<file path="src/rtl/branch_cmp_arbiter_pkg.sv">
// Shared types and constants for the two-requester branch-compare arbiter.
// Holds the FSM state type, the branch funct3 encodings and the requester count.
package branch_cmp_arbiter_pkg;

  localparam int NUM_REQ = 2;

  typedef enum logic [1:0] {
    IDLE = 2'd0,
    EVAL = 2'd1,
    RESP = 2'd2
  } arbState_e;

  localparam logic [2:0] F3_BEQ  = 3'b000;
  localparam logic [2:0] F3_BNE  = 3'b001;
  localparam logic [2:0] F3_BLT  = 3'b100;
  localparam logic [2:0] F3_BGE  = 3'b101;
  localparam logic [2:0] F3_BLTU = 3'b110;
  localparam logic [2:0] F3_BGEU = 3'b111;

  // Only BLTU/BGEU compare as unsigned; every other encoding uses signed order.
  function automatic logic isUnsignedCmp(input logic [2:0] funct3);
    return (funct3[2:1] == 2'b11);
  endfunction

endpackage

</file>
<file path="src/rtl/branch_cmp_arbiter_cmp.sv">
// Purely combinational operand comparator: equality plus signed/unsigned less-than.
module branch_cmp #(
  parameter int WIDTH = 32
) (
  input  logic [WIDTH-1:0] a,
  input  logic [WIDTH-1:0] b,
  input  logic             unsignedSel,
  output logic             eq,
  output logic             lt
);

  assign eq = (a == b);

  always_comb begin
    if (unsignedSel) begin
      lt = (a < b);
    end else begin
      lt = ($signed(a) < $signed(b));
    end
  end

endmodule

</file>
<file path="src/rtl/branch_cmp_arbiter.sv">
// Round-robin arbiter feeding one shared branch comparator; one compare in flight,
// IDLE accepts, EVAL registers the result, RESP holds it until the consumer takes it.
module branch_cmp_arbiter
  import branch_cmp_arbiter_pkg::*;
#(
  parameter int WIDTH = 32,
  parameter int CNT_W = 16
) (
  input  logic                     clk,
  input  logic                     rst,
  input  logic [NUM_REQ-1:0]       req_valid_i,
  output logic [NUM_REQ-1:0]       req_ready_o,
  input  logic [NUM_REQ*WIDTH-1:0] req_a_i,
  input  logic [NUM_REQ*WIDTH-1:0] req_b_i,
  input  logic [NUM_REQ*3-1:0]     req_funct3_i,
  output logic                     rsp_valid_o,
  input  logic                     rsp_ready_i,
  output logic                     rsp_id_o,
  output logic                     rsp_taken_o,
  output logic                     rsp_err_o,
  output logic [CNT_W-1:0]         cmp_count_o
);

  localparam logic [CNT_W-1:0] CNT_MAX = '1;

  arbState_e        state;
  arbState_e        stateNext;
  logic             lastGrant;
  logic             grantIdx;
  logic             accept;
  logic             rspFire;
  logic [WIDTH-1:0] opA;
  logic [WIDTH-1:0] opB;
  logic [2:0]       opF3;
  logic             opId;
  logic             resTaken;
  logic             resErr;
  logic [CNT_W-1:0] cmpCount;
  logic             cmpEq;
  logic             cmpLt;
  logic             evalTaken;
  logic             evalErr;

  // Contested grants go to whoever did not win last time.
  always_comb begin
    if (&req_valid_i) begin
      grantIdx = ~lastGrant;
    end else if (req_valid_i[1]) begin
      grantIdx = 1'b1;
    end else begin
      grantIdx = 1'b0;
    end
  end

  // Handshakes: a request moves on req_valid_i[i] & req_ready_o[i], a response
  // on rsp_valid_o & rsp_ready_i. Neither ready nor rsp_valid_o looks at rsp_ready_i.
  always_comb begin
    stateNext   = state;
    req_ready_o = '0;
    rsp_valid_o = 1'b0;
    accept      = 1'b0;
    rspFire     = 1'b0;
    case (state)
      IDLE: begin
        if (|req_valid_i) begin
          req_ready_o[grantIdx] = 1'b1;
          accept                = 1'b1;
          stateNext             = EVAL;
        end
      end
      EVAL: begin
        stateNext = RESP;
      end
      RESP: begin
        rsp_valid_o = 1'b1;
        if (rsp_ready_i) begin
          rspFire   = 1'b1;
          stateNext = IDLE;
        end
      end
      default: begin
        stateNext = IDLE;
      end
    endcase
  end

  branch_cmp #(.WIDTH(WIDTH)) uCmp (
    .a          (opA),
    .b          (opB),
    .unsignedSel(isUnsignedCmp(opF3)),
    .eq         (cmpEq),
    .lt         (cmpLt)
  );

  always_comb begin
    evalTaken = 1'b0;
    evalErr   = 1'b0;
    case (opF3)
      F3_BEQ:  evalTaken = cmpEq;
      F3_BNE:  evalTaken = ~cmpEq;
      F3_BLT:  evalTaken = cmpLt;
      F3_BGE:  evalTaken = ~cmpLt;
      F3_BLTU: evalTaken = cmpLt;
      F3_BGEU: evalTaken = ~cmpLt;
      default: evalErr   = 1'b1;
    endcase
  end

  always_ff @(posedge clk or posedge rst) begin
    if (rst) begin
      state     <= IDLE;
      lastGrant <= 1'b1;
      opA       <= '0;
      opB       <= '0;
      opF3      <= '0;
      opId      <= 1'b0;
      resTaken  <= 1'b0;
      resErr    <= 1'b0;
      cmpCount  <= '0;
    end else begin
      state <= stateNext;
      if (accept) begin
        opA       <= grantIdx ? req_a_i[2*WIDTH-1:WIDTH] : req_a_i[WIDTH-1:0];
        opB       <= grantIdx ? req_b_i[2*WIDTH-1:WIDTH] : req_b_i[WIDTH-1:0];
        opF3      <= grantIdx ? req_funct3_i[5:3] : req_funct3_i[2:0];
        opId      <= grantIdx;
        lastGrant <= grantIdx;
      end
      if (state == EVAL) begin
        resTaken <= evalTaken;
        resErr   <= evalErr;
      end
      if (rspFire && (cmpCount != CNT_MAX)) begin
        cmpCount <= cmpCount + 1'b1;
      end
    end
  end

  assign rsp_id_o    = opId;
  assign rsp_taken_o = resTaken;
  assign rsp_err_o   = resErr;
  assign cmp_count_o = cmpCount;

endmodule

</file>
<file path="config.mk">
export PLATFORM = sky130hd
export DESIGN_NAME = branch_cmp_arbiter
export DESIGN_NICKNAME = d
export VERILOG_FILES = /design/src/rtl/branch_cmp_arbiter_pkg.sv /design/src/rtl/branch_cmp_arbiter_cmp.sv /design/src/rtl/branch_cmp_arbiter.sv
export SDC_FILE = /design/constraint.sdc
export NUM_CORES = 1
export LEC_CHECK = 0
export BUFFER_PORTS_ARGS = -buffer_cell sky130_fd_sc_hd__buf_2
export CORE_ASPECT_RATIO = 0.75
export CORE_UTILIZATION = 40
export DETAILED_ROUTE_END_ITERATION = 12
export PLACE_DENSITY_LB_ADDON = 0.25
export SETUP_SLACK_MARGIN = 0.2
export SLEW_MARGIN = 0
export SYNTH_ARGS = -nofsm -noshare
export SYNTH_HDL_FRONTEND = slang
export SYNTH_SLANG_ARGS = --single-unit
</file>
<file path="constraint.sdc">
create_clock -name clk -period 5.1 [get_ports clk]
set_clock_uncertainty 0.1 [all_clocks]
set_input_delay 1.02 -clock clk [delete_from_list [all_inputs] [get_ports clk]]
set_output_delay 1.02 -clock clk [all_outputs]
set_load 0.01 [all_outputs]
</file>
* Word-level counts from Yosys, hierarchy flattened *
Cells that the tools add are included.

word-level totals
  register bits = 89
  bits of input ports = 139
  logic and storage cells = 59

cells by class
  $add $sub $neg = 1
  magnitude comparators = 4
  eq/ne operators = 12
  muxes and demuxes = 20
  bitwise logic cells = 3
  reduce and logical (&&, ||, !) cells = 10

operator list
  kind                   number
  $lt 32x32->1           2
  $mux 32                2
  $eq 32x32->1           1
  $add 16x1->16 const B  1
  $ne 16x16->1 const B   1
  $eq 3x3->1 const B     4
  $mux 1                 10
  $mux 2                 4
  $pmux 2 s3             1
  $reduce_or 2->1        3
  $reduce_or 6->1        1
  $eq 2x2->1 const B     2
  $ne 2x2->1 const B     2
  $pmux 1 s4             1
  $reduce_and 2->1       2
  $eq 3x1->1 const B     1
  $logic_not 3->1        1
  $mux 3                 1
  $not 1->1              3
  $eq 2x1->1 const B     1
  $logic_and 1x1->1      2
  $logic_not 2->1        1
  $lt 1x2->1 const B     1
  $demux 1 s1            1
  $ge 1x1->1 const B     1

* Logic depth before layout (Yosys ltp) *
  depth in word-level cells = 8
  depth in mapped cells = 8

* Cells and area by module *
Synthesis repeated with hierarchy kept, for this count alone.

second synthesis, totals
  cell total of the unflattened synthesis = 505
  area, all modules = 4993.5 um2

modules (own cells, without submodules)
  module              times used  cells each  area an instance (um2)  seq. area each (um2)
  branch_cmp_arbiter  1           393         4179.0                  2228.4
  branch_cmp          1           112         814.5                   0.0

* Least setup slack after synthesis *
Ideal clock, no wire load.

  path kind = input -> output
  start = input req_valid_i[1]
  end = output req_ready_o[1]
  data arrival time = 1.842 ns
  setup slack = 2.138 ns
  cell stages on the path = 5
  buffers on the path = 3
  cells stage by stage = a21boi_0 > buf_2 > and2_1 > buf_2 > buf_2

between the ends
  word-level cells in the longest chain between the ends = 8

ends and longest elaborated chain
  element                                                                RTL line                                            source
  start: declaration                                                     branch_cmp_arbiter.sv:11                            input logic [NUM_REQ-1:0] req_valid_i,
  $mux 1 / $reduce_and 2->1 (equally long branches)                      branch_cmp_arbiter.sv:48, branch_cmp_arbiter.sv:46
  $mux 1                                                                 branch_cmp_arbiter.sv:46                            if (&req_valid_i) begin
  $lt 1x2->1 (not written as such) / $ge 1x1->1 (equally long branches)  branch_cmp_arbiter.sv:66                            req_ready_o[grantIdx] = 1'b1;
  $logic_and 1x1->1 (not written as such)                                branch_cmp_arbiter.sv:66
  $mux 1 (not written as such)                                           branch_cmp_arbiter.sv:66
  $demux 1 s1                                                            branch_cmp_arbiter.sv:66
  $mux 2 *                                                               branch_cmp_arbiter.sv:65                            if (|req_valid_i) begin
  $mux 2 *                                                               branch_cmp_arbiter.sv:63                            case (state)
  end: declaration                                                       branch_cmp_arbiter.sv:12                            output logic [NUM_REQ-1:0] req_ready_o,

Every way passes the cells marked *; elsewhere a longest branch is shown, timed or not.

* Worst setup path after layout *
Ends and elaborated chain as after synthesis.

==> flow_summary.toml <==
[cts]
clock_tree.htree_level_count = 3
cts_resized = 0
clockBufferDepth = 2
post_cts.repair.setup_buffers = 0
cell_at_the_root_of_the_clock_tree = "clkbuf_16"
cts_num_sinks = 89
cts_made_buffers = 9
clock_insertion_delay_worst_skew_ns = 0.34
hold_buffers = 0
clk_pin_slew_ns = 0.06
tritoncts = "yes"

[floorplan]
pin_count = 161
num_rows = 34
floorplan.initialDensity = 0.415
chipHeight_um = 97.5
die_area_um2 = 12600
core_area_um2 = 11700
die_width_um = 129

[grt]
first_pass_grt_wire_length_mm = 18.0
globalRouteTotalUtil = 0.183
grt_max_degree = 124
antenna_found_initial = 0
via_count_of_the_first_global_routing_pass = 3849
grt_overflow_total = 0

[synthesis]
count_of_flip_flops_with_a_built_in_enable_after_synthesis = 0
postSynth.asyncResetShare = 1.00
synth.yosys.seq_area_share = 0.458
yosys.cell_count.top_type = "dfrtp_1"
ys_top_cells_by_count = "dfrtp_1 (88), nand2_1 (69), o21ai_0 (59)"
synth.avg_cell_area_um2 = 9.94
syn-num-nets = 662
post_synth_num_cell_types = 41
syn_area_um2 = 4870
syn_inst = 490
synth-seq-cells = 89
synth.area.top_cells = "dfrtp_1 (45%), mux2i_1 (11%), ha_1 (8.5%)"
synth_ff_type = "dfrtp_1"
portion_of_synthesized_cell_area_occupied_by_the_leading_cell_type = 0.452
synthesis.yosys.warnings = 0
post-synth-top-area-cell = "dfrtp_1"

[placement]
dp.final_hpwl_mm = 8.17
preCtsSetupSlack_ns = 1.59
dpl-instance-area_um2 = 5820
placer_s_final_routability_congestion_estimate = 0.817
io_buffers = 160

[drt]
drc = 0
drt-vias-per-instance = 4.87
dr.first_iter.drc_count = 216
first_pass_iters = 6
route.final.wire_length_mm = 10.9
antenna_left = 0
wl_per_cell_um = 13.5
vias = 3933

[timing]
period_share = 0.690
worstMarginPinSlew_ns = 1.06
count_of_endpoints_failing_setup_in_the_final_report = 0
rsz0062_at_grt = "no"
hold_violations = 0
final.min_clock_period_ns = 3.52
final-max-slew-violation-count = 0
fmax_mhz = 284
finalSetupTns_ns = 0
slew_headroom = 0.296
setup_slack_ns = 1.58

[worst_setup_path]
largest_fanout_on_the_critical_path = 17
crit_type = "in -> out"
crit_end_element = "output pin"
critical_path_required_ns = 3.98
cp_data_arrival_time_ns = 2.40
worstSetupStartpointType = "input pin"

[pwr]
pwr_cell_area_nw_per_um2 = 530
total_leakage_power_nw = 3.25
vdd.ir_drop.worst_mv = 0.220
p_total_mw = 3.25

[cells_and_area]
insertedDiodeCount = 0
final_nets = 814
fin_area_um2 = 6140
area_delta_synth_final_pct = 26.1
drive_gt1_frac = 0.303

[worst_hold_path]
worst_hold_path_type = "reg -> reg"

[run_status]
run_status = "finished clean"

[flow_run]
maxCapViolations = 0
-- power breakdown --
part           internal [mW]  switching [mW]  leakage (nW)
clock network          0.430           0.263         0.158
logic                  0.573           0.760          1.99
registers               1.02           0.208          1.10
total                   2.02            1.23          3.25
-- layer usage --
layer  GRT usage  vias to the layer above  wire length [um]
li1            -                     2003                 -
met1       0.262                     1791              5440
met2       0.275                      123              4730
met3      0.0424                       16               570
met4      0.0525                        0               154
met5           0                        -                 0
-- worst paths after layout --
check	startpoint	to	slack, ns	cells past startpoint
setup / recovery	req_valid_i[1]	req_ready_o[1]	1.58	4
hold / removal	rsp_id_o	rsp_id_o	0.38	1
setup reg to reg	opA[14]	rsp_taken_o	2.82	7
hold reg to reg	rsp_id_o	rsp_id_o	0.38	1
max in group asynchronous	rst	cmp_count_o[9]	3.25	3
min in group asynchronous	rst	cmp_count_o[1]	0.64	2
-- worst max-delay path, cell delays in order --
cell and delay (ns):
buf_2 0.11, a21boi_4 0.42, and2_1 0.59, buf_2 0.25
-- cells in the final DEF, fill, tap and decap left out, types with 3 or more instances in the layout --
cell type,count
a21oi_1,13
xnor2_1,5
nor2_1,13
o21ai_0,59
ha_1,33
inv_1,50
buf_2,160
nor3_1,3
dfrtp_1,88
a21o_1,3
nor3_2,4
nand2_1,69
xor2_1,12
nand2b_1,4
nand4_1,9
nand3_1,6
clkbuf_16,9
a222oi_1,15
clkbuf_8,4
mux2i_1,54
buf_4,3
-- final cells by class --
type / instances / area [um2]
fill: 1122 / 5600
sequential: 89 / 2230
inverter: 51 / 194
clock inverter: 2 / 35.0
multi-input combinational: 328 / 2380
clock buffer: 13 / 280
tap: 162 / 203
timing repair buffer: 163 / 823
-- sequential cells by signal, summed over array words and instances (netlist names) --
name	flops
opA	32
opB	32
cmp_count_o	16
opF3	3
state	2
lastGrant	1
rsp_err_o	1
rsp_id_o	1
rsp_taken_o	1
-- per-stage QoR --
step,util,std cells,hold slack (ns)
floorplan,-,490,0.350
global placement,0.496,793,0.357
detailed placement,0.496,793,0.365
CTS,0.523,808,0.380
global route,0.523,808,0.403
finish,0.523,808,0.378
-- cell families after synthesis --
group / synth area share
mux: 0.113
compound gates: 0.124
buf+inv: 0.0589
fa+ha+maj: 0.0848
simple gates: 0.131
flops: 0.458
xor+xnor: 0.0306
Power figures use the tool's default switching activity.
